[config.mk]
export PLATFORM = sky130hd
export DESIGN_NAME = spram_stream_loader_flat
export DESIGN_NICKNAME = d
export VERILOG_FILES = /design/src/rtl/spram_stream_loader_if.sv /design/src/rtl/spram_stream_loader.sv /design/src/flat_wrapper.sv
export SDC_FILE = /design/constraint.sdc
export NUM_CORES = 1
export LEC_CHECK = 0
export ABC_AREA = 1
export ABC_CLOCK_PERIOD_IN_PS = 4700
export BUFFER_PORTS_ARGS = -buffer_cell sky130_fd_sc_hd__buf_2
export CORE_UTILIZATION = 51
export DETAILED_ROUTE_END_ITERATION = 8
export PLACE_DENSITY = 0.76
export SLEW_MARGIN = 10
export SYNTH_ARGS = -nofsm -noshare
export SYNTH_HDL_FRONTEND = slang
export SYNTH_SLANG_ARGS = --single-unit
[constraint.sdc]
create_clock -name clk -period 4.7 [get_ports clk]
set_clock_uncertainty 0.05 [all_clocks]
set_input_delay 0.47 -clock clk [delete_from_list [all_inputs] [get_ports clk]]
set_output_delay 0.47 -clock clk [all_outputs]
set_load 0.02 [all_outputs]
[src/rtl/spram_stream_loader_if.sv]
// Stream-in and spram write-port bundle for the stream loader.
// The loader is the slave; whoever feeds the stream and watches memory is the master.
interface spram_stream_loader_if #(
    parameter int c_ADDR_WIDTH = 10,
    parameter int c_DATA_WIDTH = 32,
    parameter int c_IN_WIDTH   = 8
);
    logic [c_IN_WIDTH-1:0]   s_data;
    logic                    s_valid;
    logic                    s_last;
    logic                    s_ready;
    logic [c_ADDR_WIDTH-1:0] mem_addr;
    logic [c_DATA_WIDTH-1:0] mem_wr_data;
    logic                    mem_wr_en;
    logic                    mem_clk_en;

    modport master (
        output s_data, s_valid, s_last,
        input  s_ready, mem_addr, mem_wr_data, mem_wr_en, mem_clk_en
    );

    modport slave (
        input  s_data, s_valid, s_last,
        output s_ready, mem_addr, mem_wr_data, mem_wr_en, mem_clk_en
    );
endinterface

[src/rtl/spram_stream_loader.sv]
// Packs a narrow valid/ready stream little-endian into spram words and writes
// them sequentially from address 0, one write cycle per completed word.
module spram_stream_loader #(
    parameter int c_ADDR_WIDTH = 10,
    parameter int c_DATA_WIDTH = 32,
    parameter int c_IN_WIDTH   = 8
) (
    input  logic                    clk,
    input  logic                    rst,
    input  logic                    start,
    spram_stream_loader_if.slave    bus,
    output logic                    busy,
    output logic                    done,
    output logic                    full,
    output logic [c_ADDR_WIDTH:0]   words_written
);
    localparam int c_BEATS = c_DATA_WIDTH / c_IN_WIDTH;
    localparam int c_IDX_W = (c_BEATS > 1) ? $clog2(c_BEATS) : 1;
    localparam logic [c_IDX_W-1:0]    c_IDX_LAST  = c_IDX_W'(c_BEATS - 1);
    localparam logic [c_ADDR_WIDTH:0] c_LAST_WORD = {1'b0, {c_ADDR_WIDTH{1'b1}}};

    if (c_DATA_WIDTH % c_IN_WIDTH != 0) begin : g_width_check
        $error("c_DATA_WIDTH must be an integer multiple of c_IN_WIDTH");
    end

    typedef enum logic [1:0] {
        ST_IDLE = 2'd0,
        ST_LOAD = 2'd1,
        ST_DONE = 2'd2
    } state_e;

    state_e                  state_q, state_d;
    logic [c_DATA_WIDTH-1:0] pack_q, pack_d;
    logic [c_IDX_W-1:0]      idx_q, idx_d;
    logic [c_ADDR_WIDTH:0]   words_q, words_d;
    logic                    full_q, full_d;
    logic [c_ADDR_WIDTH-1:0] addr_q, addr_d;
    logic [c_DATA_WIDTH-1:0] wdata_q, wdata_d;
    logic                    wr_en_q, wr_en_d;
    logic [c_DATA_WIDTH-1:0] merged;

    // words_q doubles as the write pointer: it only ever counts completed writes.
    always_comb begin
        state_d = state_q;
        pack_d  = pack_q;
        idx_d   = idx_q;
        words_d = words_q;
        full_d  = full_q;
        addr_d  = addr_q;
        wdata_d = wdata_q;
        wr_en_d = 1'b0;
        merged  = pack_q;
        merged[idx_q*c_IN_WIDTH +: c_IN_WIDTH] = bus.s_data;

        case (state_q)
            ST_LOAD: begin
                if (bus.s_valid) begin
                    if (idx_q == c_IDX_LAST || bus.s_last) begin
                        wr_en_d = 1'b1;
                        wdata_d = merged;
                        addr_d  = words_q[c_ADDR_WIDTH-1:0];
                        words_d = words_q + (c_ADDR_WIDTH+1)'(1);
                        pack_d  = '0;
                        idx_d   = '0;
                        if (bus.s_last) begin
                            state_d = ST_DONE;
                        end else if (words_q == c_LAST_WORD) begin
                            state_d = ST_DONE;
                            full_d  = 1'b1;
                        end
                    end else begin
                        pack_d = merged;
                        idx_d  = idx_q + c_IDX_W'(1);
                    end
                end
            end
            default: begin
                if (start) begin
                    state_d = ST_LOAD;
                    pack_d  = '0;
                    idx_d   = '0;
                    words_d = '0;
                    full_d  = 1'b0;
                    addr_d  = '0;
                end
            end
        endcase
    end

    always_ff @(posedge clk) begin
        if (!rst) begin
            state_q <= ST_IDLE;
            pack_q  <= '0;
            idx_q   <= '0;
            words_q <= '0;
            full_q  <= 1'b0;
            addr_q  <= '0;
            wdata_q <= '0;
            wr_en_q <= 1'b0;
        end else begin
            state_q <= state_d;
            pack_q  <= pack_d;
            idx_q   <= idx_d;
            words_q <= words_d;
            full_q  <= full_d;
            addr_q  <= addr_d;
            wdata_q <= wdata_d;
            wr_en_q <= wr_en_d;
        end
    end

    assign bus.s_ready     = (state_q == ST_LOAD);
    assign bus.mem_addr    = addr_q;
    assign bus.mem_wr_data = wdata_q;
    assign bus.mem_wr_en   = wr_en_q;
    assign bus.mem_clk_en  = (state_q == ST_LOAD) || wr_en_q;
    assign busy            = (state_q == ST_LOAD);
    assign done            = (state_q == ST_DONE);
    assign full            = full_q;
    assign words_written   = words_q;
endmodule

[src/flat_wrapper.sv]
// flat-port wrapper written by rule: the top's interface ports become plain ports
module spram_stream_loader_flat 
#(
    parameter int c_ADDR_WIDTH = 10,
    parameter int c_DATA_WIDTH = 32,
    parameter int c_IN_WIDTH   = 8
)
  (clk, rst, start, busy, done, full, words_written, bus_s_data, bus_s_valid, bus_s_last, bus_s_ready, bus_mem_addr, bus_mem_wr_data, bus_mem_wr_en, bus_mem_clk_en);
  spram_stream_loader_if #(.c_ADDR_WIDTH(c_ADDR_WIDTH), .c_DATA_WIDTH(c_DATA_WIDTH), .c_IN_WIDTH(c_IN_WIDTH)) bus_i ();
  input  logic clk;
  input  logic rst;
  input  logic start;
  output logic busy;
  output logic done;
  output logic full;
  output logic [c_ADDR_WIDTH:0] words_written;
  input wire logic [$bits(bus_i.s_data)-1:0] bus_s_data;
  input wire logic [$bits(bus_i.s_valid)-1:0] bus_s_valid;
  input wire logic [$bits(bus_i.s_last)-1:0] bus_s_last;
  output wire logic [$bits(bus_i.s_ready)-1:0] bus_s_ready;
  output wire logic [$bits(bus_i.mem_addr)-1:0] bus_mem_addr;
  output wire logic [$bits(bus_i.mem_wr_data)-1:0] bus_mem_wr_data;
  output wire logic [$bits(bus_i.mem_wr_en)-1:0] bus_mem_wr_en;
  output wire logic [$bits(bus_i.mem_clk_en)-1:0] bus_mem_clk_en;
  assign bus_i.s_data = bus_s_data;
  assign bus_i.s_valid = bus_s_valid;
  assign bus_i.s_last = bus_s_last;
  assign bus_s_ready = bus_i.s_ready;
  assign bus_mem_addr = bus_i.mem_addr;
  assign bus_mem_wr_data = bus_i.mem_wr_data;
  assign bus_mem_wr_en = bus_i.mem_wr_en;
  assign bus_mem_clk_en = bus_i.mem_clk_en;
  spram_stream_loader #(.c_ADDR_WIDTH(c_ADDR_WIDTH), .c_DATA_WIDTH(c_DATA_WIDTH), .c_IN_WIDTH(c_IN_WIDTH)) u_core (.clk(clk), .rst(rst), .start(start), .bus(bus_i), .busy(busy), .done(done), .full(full), .words_written(words_written));
endmodule
==> flow_summary.toml, run 1 <==
[critical_path]
critPathLaunchType = "flip-flop"
critPathCaptureType = "flip-flop"
cp.arrival_ns = 2.72
required_ns = 4.90
crit_fanout = 43
worstSetupPathType = "reg2reg"
reg2reg_depth = 7

[logic_synthesis]
synth_seq_area_share_pct = 46.3
syn-mean-instance-area_um2 = 7.27
synth-edff-count = 0
synth.top_cells.by_area = "dfxtp_1 46%, nand2_1 12%, nor2_1 8.4%"
syn_nets = 561
yosysWarnings = 0
synthCells = 541
ys.flop_type = "dfxtp_1"
yosysTopAreaCell = "dfxtp_1"
syn_area_mm2 = 0.00394
ys_ff_latch = 91
netlist_top_cells_count = "128 x nand2_1, 91 x dfxtp_1, 88 x nor2_1"
synth_top_area_share_pct = 46.3
synth.most_common_cell = "nand2_1"
yosysUniqueCellTypes = 29
synthArstFlopShare_pct = 0

[grt]
grt_usage_pct = 23.9
grt.overflow.total = 0
grt_start_max_net_pins = 44
antenna_found_initial = 0
grt_pass1_wl_mm = 15.7
grt_pass1_vias = 3340

[detailed_routing]
routedWlPerCell_um = 13.1
routed_wl_mm = 9.19
antenna_left = 0
drt_iter0_drc = 171
vias_per_cell = 5.25
drc = 0
vias = 3694
drt-pass1-iter-count = 5

[final_layout]
nets = 619
drive_above_1_share_pct = 17.4
finalNonFillerCells = 703
diodes = 0
area_delta_synth_final_pct = 14.7

[worst_hold_path]
holdCritPathClass = "in2reg"
hold_depth = 4

[placed_design]
numPortBuffers = 71
dp_hpwl_mm = 5.98
dp_cells = 687
gp_congestion = 0.862

[clock_network]
path_clk_slew_ns = 0.09
clk_path_buf_depth = 2
h-tree-depth = 3
clock_latency_ns = 0.36
cts_tree = "built"
cts_sinks = 91
post_cts_buffers = 0
cts_resized = 0
root_buffer = "clkbuf_8"
numCtsBuffers = 9
postCtsHoldBufs = 0

[flow_run]
cap_violations = 0

[pwr]
clockPowerShare_pct = 40.7
p_leak_uw = 0.00193
peakVddDrop_v = 0.000154
power.density_mw_per_mm2 = 350
p_int_uw = 1190
pwr-share-seq_pct = 50.3
power.share.switching_pct = 24.6
switchingPower_uw = 388
pwr-share-comb_pct = 9.0

[sta]
tightest_slew_ns = 0.624
tns_ns = 0
timing.fmax_mhz = 397
finalMaxSlewViolations = 0
final-setup-viol-count = 0
finalCriticalPeriod_ns = 2.52
relSlewSlack_pct = 58.4
rsz0062_at_grt = "false"
hold_viol = 0
finalCritPeriodShare_pct = 53.5

[floorplan]
dieArea_mm2 = 0.00807
die_h_um = 89.8
ioPinCount = 72
core_area_mm2 = 0.00737
num_rows = 31
start_util_pct = 53.4
chipWidth_um = 89.8

[outcome]
outcome = "completed"
==> registers in the layout, indices dropped and copies added (netlist names) <==
register	flops
u_core.bus.mem_wr_data	32
u_core.pack_q	32
u_core.words_written	11
u_core.bus.mem_addr	10
u_core.idx_q	2
u_core.state_q	2
u_core.bus.mem_wr_en	1
u_core.full	1
==> worst max-delay path: stages (launching register included) <==
cell,delay [ns]
dfxtp_1,0.45
ha_1,0.26
nor2_1,0.21
nor2_1,0.11
nand2_4,0.33
clkinv_2,0.56
o21ai_0,0.37
nor2_1,0.07
==> metrics by stage <==
step                      setup slack [ns]  utilization, %  hold WS (ns)  area [um^2]  power, uW
after detailed placement              2.20            57.9         0.392         4260        955
final                                 2.18            61.3         0.370         4510       1580
after floorplan                       2.99               -         0.393         3940        921
after global placement                2.36            57.9         0.389         4260        952
after global routing                  1.76            61.3         0.384         4510       1640
after CTS                             2.17            61.3         0.362         4510       1590
==> layout make-up <==
| class | instances | area (um^2) |
|---|---|---|
| Fill cell | 689 | 2860 |
| Sequential cell | 91 | 1820 |
| Multi-Input combinational cell | 380 | 1790 |
| Timing Repair Buffer | 72 | 363 |
| Inverter | 45 | 170 |
| Clock buffer | 10 | 138 |
| Tap cell | 99 | 124 |
| Clock inverter | 6 | 113 |
==> placed cells by master, fill, tap and decap left out, types with 2 or more instances in the layout <==
cell type	instances
nor2_1	88
o2bb2ai_1	2
o21ai_0	56
a21oi_1	43
dfxtp_1	91
ha_1	7
nand2_2	3
clkinv_4	2
nand4_1	3
nand2_1	128
a22oi_1	7
o22ai_1	8
clkinv_1	3
bufinv_16	3
inv_1	37
clkinv_2	2
buf_2	71
nand3_1	20
a22oi_2	2
nand2_4	3
o21ai_1	5
inv_2	4
clkbuf_8	10
==> path summary, 6_finish.rpt <==
path / startpoint / endpoint / slack, ns
hold / removal: bus_s_last / u_core.full / 0.37
hold reg to reg: u_core.full / u_core.full / 0.40
setup / recovery: u_core.idx_q[0] / u_core.bus.mem_wr_data[22] / 2.18
setup reg to reg: u_core.idx_q[0] / u_core.bus.mem_wr_data[22] / 2.18
==> layer usage <==
layer,wire (um),global-route usage [%],part of all wire [%]
met4,165,9.84,1.8
met1,4140,31.4,45
met5,0,0,0
met2,4370,39.1,48
met3,515,3.89,5.6
==> logic make-up (layout without fill, tap and decap cells) <==
logic type	Yosys count	count (layout)	synth area share (%)
compound gates	124	124	17.1
flops	91	91	46.3
buf+inv	70	133	8.33
simple gates	249	249	26.0
fa+ha+maj	7	7	2.23
==> power groups by stage <==
stage	combinational [uW]	clock [uW]	sequential [uW]
finish	142	642	795
global route	158	681	798
CTS	143	654	795
detailed placement	141	0	813
global placement	139	0	813
floorplan	93.8	0	828
Note: power is estimated with default switching activity, not from simulation.
==> inputs of run 2 (changes only) <==
--- a/config.mk
+++ b/config.mk
@@ -6,7 +6,7 @@
 export NUM_CORES = 1
 export LEC_CHECK = 0
 export ABC_AREA = 1
-export ABC_CLOCK_PERIOD_IN_PS = 4700
+export ABC_CLOCK_PERIOD_IN_PS = 2600
 export BUFFER_PORTS_ARGS = -buffer_cell sky130_fd_sc_hd__buf_2
 export CORE_UTILIZATION = 51
 export DETAILED_ROUTE_END_ITERATION = 8
==> constraint.sdc (replaced) <==
create_clock -name clk -period 2.6 [get_ports clk]
set_clock_uncertainty 0.05 [all_clocks]
set_input_delay 0.26 -clock clk [delete_from_list [all_inputs] [get_ports clk]]
set_output_delay 0.26 -clock clk [all_outputs]
set_load 0.02 [all_outputs]
==> run 2 against run 1 <==
Net effect:
- core utilization fell by 0.92 points
- sequential power rose by 81%
- design area fell by 1.5%
- wire length fell by 1.3%
- count of clock-buffer cells in the layout fell by 1
- largest cell class unchanged
- critical endpoint is now u_core.pack_q[5]
- critical path type unchanged
==> flow_summary.toml, run 2 (same netlist as run 1, synthesis figures left out) <==
[grt]
grt_start_max_net_pins = 45
grt.overflow.total = 0
grt_usage_pct = 23.3
grt_pass1_wl_mm = 15.5
grt_pass1_vias = 3340
antenna_found_initial = 0

[clock_network]
cts_tree = "built"
path_clk_slew_ns = 0.09
root_buffer = "clkbuf_8"
postCtsHoldBufs = 0
post_cts_buffers = 0
clock_latency_ns = 0.37
h-tree-depth = 3
cts_sinks = 91
cts_resized = 0
numCtsBuffers = 9
clk_path_buf_depth = 2

[floorplan]
ioPinCount = 72
die_h_um = 89.8
core_area_mm2 = 0.00737
chipWidth_um = 89.8
num_rows = 31
start_util_pct = 53.4
dieArea_mm2 = 0.00807

[placed_design]
numPortBuffers = 71
dp_hpwl_mm = 6.13
gp_congestion = 0.853

[critical_path]
critPathCaptureType = "flip-flop"
worstSetupPathType = "reg2reg"
r2r-end = "u_core.pack_q[5]"
startpoint = "u_core.idx_q[0]"
r2r-start = "u_core.idx_q[0]"
crit_fanout = 13
path_buf_inv = 2
worstPathCellList = "inv_1 -> ha_1 -> inv_1 -> nand4_1 -> o21ai_0 -> nand2_1 -> a21oi_1"
regToRegSetupSlack_ns = 0.39
critPathLaunchType = "flip-flop"
slowest_delay_ns = 0.58
path_depth = 7
cp.arrival_ns = 2.45
path_delay_family = "flip-flops"
crit_top_cell = "inv_1"
reg2reg_depth = 7
slowest_stage = "dfxtp_1"
required_ns = 2.84
crit_end = "u_core.pack_q[5]"

[detailed_routing]
wl_met1_mm = 4.19
antenna_left = 0
top_layer_used = "met4"
drt-pass1-iter-count = 5
drt_iter0_drc = 285
wl_met2_mm = 4.27
routed_wl_mm = 9.07
wl_met3_um = 488
drc = 0
vias_per_cell = 5.21
vias = 3667
routedWlPerCell_um = 12.9

[final_layout]
nets = 620
diodes = 0
area_delta_synth_final_pct = 13.0
regArea_mm2 = 0.00182
multiInputGateArea_mm2 = 0.00179
mostFrequentLayoutCell = "nand2_1"
fillers = 723
most-common-layout-cells = "128 x nand2_1, 91 x dfxtp_1, 88 x nor2_1"
drive_above_1_share_pct = 17.5

[pwr]
clockPowerShare_pct = 34.0
peakVddDrop_v = 0.000425
finalPower_uw = 2570
pwr-share-comb_pct = 10.0
p_leak_uw = 0.00189
power.density_mw_per_mm2 = 578
p_int_uw = 1840
power.share.switching_pct = 28.2
switchingPower_uw = 725
pwr-share-seq_pct = 56.0

[sta]
tns_ns = 0
finalCriticalPeriod_ns = 2.21
timing.fmax_mhz = 453
hold_viol = 0
final-setup-viol-count = 0
finalMaxSlewViolations = 0
finalCritPeriodShare_pct = 84.9
rsz0062_at_grt = "false"
relSlewSlack_pct = 59.3
tightest_slew_ns = 0.610

[outcome]
outcome = "completed"

[flow_run]
cap_violations = 0

[worst_hold_path]
holdCritPathClass = "in2reg"
[run 2: cell types whose count changed in the layout (fill, tap and decap cells not counted), sizes merged]
cell,previous run,this run
clkinv,7,6
clkbuf,10,9
inv,41,44
clkinvlp,0,2
buf,72,73
bufinv,3,0
[run 2: metal layers]
layer,GRT usage (%),vias up
li1,-,1857
met1,29.3,1690
met2,38.7,104
met3,6.35,16
met4,7.10,0
met5,0,-
[run 2: worst min path at each step]
stage / to / slack [ns] / start / depth (start not counted)
after floorplan: u_core.full / 0.37 / rst / 2
after global placement: u_core.full / 0.39 / u_core.full / 2
after detailed placement: u_core.full / 0.39 / u_core.full / 2
after CTS: u_core.full / 0.15 / bus_s_last / 4
after global routing: u_core.full / 0.16 / bus_s_last / 4
final: u_core.idx_q[0] / 0.16 / bus_s_valid / 3
[run 2: worst register-to-register path: stages (launching register included)]
cell and delay (ns):
dfxtp_1 0.58, inv_1 0.21, ha_1 0.40, inv_1 0.10
nand4_1 0.26, o21ai_0 0.32, nand2_1 0.08, a21oi_1 0.15
[run 2: cell type report]
class | instances | share of cell area [%]
sequential | 91 | 41.0
multi-input combinational | 380 | 40.2
clock inverter | 7 | 1.15
tap | 99 | 2.79
clock buffer | 9 | 2.79
timing repair buffer | 73 | 8.33
inverter | 45 | 3.83
[run 2: power groups by stage]
stage | Clock [uW] | Combinational [uW] | Sequential (uW)
3_5_place_dp | 0 | 255 | 1470
2_1_floorplan | 0 | 170 | 1500
4_1_cts | 887 | 257 | 1440
5_1_grt | 949 | 282 | 1440
3_3_place_gp | 0 | 252 | 1470
6_report | 874 | 257 | 1440
[run 2: stage by stage]
| stage | hold WS, ns | util [%] | cells | cell area [um^2] | worst slack (ns) |
|---|---|---|---|---|---|
| detailed placement | 0.392 | 58.0 | 688 | 4270 | 0.459 |
| finish | 0.160 | 60.3 | 704 | 4450 | 0.392 |
| CTS | 0.150 | 60.3 | 704 | 4450 | 0.415 |
| global placement | 0.389 | 58.0 | 688 | 4270 | 0.523 |
| global route | 0.158 | 60.3 | 704 | 4450 | 0.0992 |
| floorplan | 0.372 | - | 541 | 3940 | 0.891 |
==> inputs of run 3 (changes only) <==
--- a/config.mk
+++ b/config.mk
@@ -5,8 +5,8 @@
 export SDC_FILE = /design/constraint.sdc
 export NUM_CORES = 1
 export LEC_CHECK = 0
-export ABC_AREA = 1
-export ABC_CLOCK_PERIOD_IN_PS = 2600
+export ABC_AREA = 0
+export ABC_CLOCK_PERIOD_IN_PS = 2040
 export BUFFER_PORTS_ARGS = -buffer_cell sky130_fd_sc_hd__buf_2
 export CORE_UTILIZATION = 51
 export DETAILED_ROUTE_END_ITERATION = 8
==> constraint.sdc (replaced) <==
create_clock -name clk -period 2.04 [get_ports clk]
set_clock_uncertainty 0.05 [all_clocks]
set_input_delay 0.204 -clock clk [delete_from_list [all_inputs] [get_ports clk]]
set_output_delay 0.204 -clock clk [all_outputs]
set_load 0.02 [all_outputs]
==> run 3 against run 2 <==
Net effect:
- synthesized cell count shrank 24%
- via count down 11%
- cell count fell by 17%
- die area shrank 2.7%
- flip-flop and latch count is the same
- highest routed layer unchanged
- fmax rose by 16%
- largest cell class is now multi-input combinational cells
- global-route usage is 0.096 points lower
- register-to-register slack got worse by 0.26 ns
- first-iteration DRC count is 50% lower
- power is 30% higher
- sequential share of layout area is 0.76 points lower
==> flow_summary.toml, run 3 <==
[final_layout]
diodes = 0
drive_above_1_share_pct = 23.2
final_core_util_pct = 62.5
mostFrequentLayoutCell = "dfxtp_1"
area_delta_synth_final_pct = 18.4
nets = 499
most-common-layout-cells = "91 x dfxtp_1, 71 x buf_2, 56 x a21oi_1"

[clock_network]
clk_path_buf_depth = 2
root_buffer = "clkbuf_8"
h-tree-depth = 3
numCtsBuffers = 9
path_clk_slew_ns = 0.08
cts_resized = 0
clock_latency_ns = 0.35
cts_sinks = 91
cts_tree = "built"
post_cts_buffers = 0
postCtsHoldBufs = 0

[critical_path]
crit_end = "u_core.words_written[10]"
required_ns = 2.25
worstSetupPathType = "reg2reg"
r2r-start = "u_core.words_written[0]"
reg2reg_depth = 5
cp.arrival_ns = 2.13
crit_fanout = 8
r2r-end = "u_core.words_written[10]"
startpoint = "u_core.words_written[0]"
critPathLaunchType = "flip-flop"
regToRegSetupSlack_ns = 0.13
critPathCaptureType = "flip-flop"

[pwr]
p_leak_uw = 0.00197
power.density_mw_per_mm2 = 738
peakVddDrop_v = 0.000333

[sta]
final-setup-viol-count = 0
hold_viol = 0
fin_ws_ns = 0.129
timing.fmax_mhz = 523
finalMaxSlewViolations = 0
relSlewSlack_pct = 67.4
finalCriticalPeriod_ns = 1.91
tightest_slew_ns = 0.489
finalCritPeriodShare_pct = 93.7
tns_ns = 0
rsz0062_at_grt = "false"

[grt]
groute.layer.met2.usage_pct = 38.6
grt_use_met3_pct = 3.08
grt_usage_pct = 23.2
grt_start_max_net_pins = 40
grt_pass1_wl_mm = 14.0
grt.overflow.total = 0
grt_util_met1_pct = 30.0
top_usage_layer = "met2"
antenna_found_initial = 0
grt_pass1_vias = 2902

[logic_synthesis]
yosys.area_share.simple_pct = 19.0
syn_area_mm2 = 0.00383
synth-compound-area-share_pct = 26.3
synthArstFlopShare_pct = 0
netlist_top_cells_count = "91 x dfxtp_1, 56 x a21oi_1, 51 x nor2b_1"
synthXorXnorAreaFrac_pct = 0.916
synth_fa_ha_area_share_pct = 2.29
synth.most_common_cell = "dfxtp_1"
ys.flop_type = "dfxtp_1"
syn-mean-instance-area_um2 = 9.35
yosysTopAreaCell = "dfxtp_1"
yosysWarnings = 0
synthCells = 409
synth_top_area_share_pct = 47.6
ys_ff_latch = 91
synth-edff-count = 0
syn_nets = 429
synth.top_cells.by_area = "dfxtp_1 48%, nor2b_1 8.3%, a21oi_1 7.3%"
synth_top_family_by_area = "compound AO/OA/AOI/OAI gates"
yosysUniqueCellTypes = 46
synth_seq_area_share_pct = 47.6
synth_mux_area_share_pct = 0

[detailed_routing]
routed_wl_mm = 8.80
antenna_left = 0
vias_per_cell = 5.63
vias = 3278
routedWlPerCell_um = 15.1
drt-pass1-iter-count = 4
drt_iter0_drc = 142
drc = 0

[floorplan]
dieArea_mm2 = 0.00785
core_area_mm2 = 0.00725
ioPinCount = 72
start_util_pct = 52.8
num_rows = 31
chipWidth_um = 88.6
die_h_um = 88.6

[placed_design]
numPortBuffers = 71
gp_congestion = 0.802
dp_hpwl_mm = 5.94
post-place-ws_ns = 0.0812

[worst_hold_path]
holdCritPathClass = "in2reg"

[flow_run]
cap_violations = 0

[outcome]
outcome = "completed"
## run 3: how the worst min path moves through the flow
stage,start,endpoint,slack (ns),depth (start not counted)
5_1_grt,bus_s_last,u_core.full,0.05,2
2_1_floorplan,bus_s_last,u_core.full,0.26,1
3_5_place_dp,u_core.pack_q[3],u_core.pack_q[3],0.39,1
6_report,bus_s_last,u_core.full,0.04,2
3_3_place_gp,u_core.pack_q[1],u_core.pack_q[1],0.39,1
4_1_cts,bus_s_last,u_core.full,0.04,2
## run 3: layer usage
metal	vias to the layer above	share of wire [%]	routed length, um
li1	1624	-	-
met1	1581	48	4190
met2	66	48	4230
met3	7	3.1	277
met4	0	1.2	104
met5	-	0	0
## run 3: stage by stage
step	cell area [um^2]	hold slack, ns	total power, uW	instances
after floorplan	3830	0.256	2070	409
after global placement	4320	0.386	2180	567
after detailed placement	4320	0.389	2180	567
after CTS	4510	0.0375	3370	582
after global routing	4530	0.0470	3470	582
final	4530	0.0400	3350	582
## run 3: cell type report
| class | count | area, um^2 |
|---|---|---|
| clock inverters | 2 | 35.0 |
| repair buffers | 88 | 495 |
| fillers | 651 | 2720 |
| multi-input cells | 285 | 1880 |
| flip-flops and latches | 91 | 1820 |
| inverters | 4 | 15.0 |
| well taps | 99 | 124 |
| clock buffers | 13 | 159 |
## run 3: cells by family after synthesis
group / Yosys count
adders and majority gates: 7
xor gates and xnor gates: 4
and+or+nand+nor: 124
buffers and inverters: 33
AOI/OAI and AO/OA: 150
DFF: 91
## run 3: worst max-delay path, cell delays in order (launching register included)
cell and delay (ns):
dfxtp_1 0.47, ha_1 0.24, nand3_1 0.19, nor3_2 0.22
or4b_1 0.46, a21oi_1 0.19
## run 3: where the power goes
group	internal (uW)	switching (uW)
registers	1810	18.8
logic	102	211
clock network	626	577
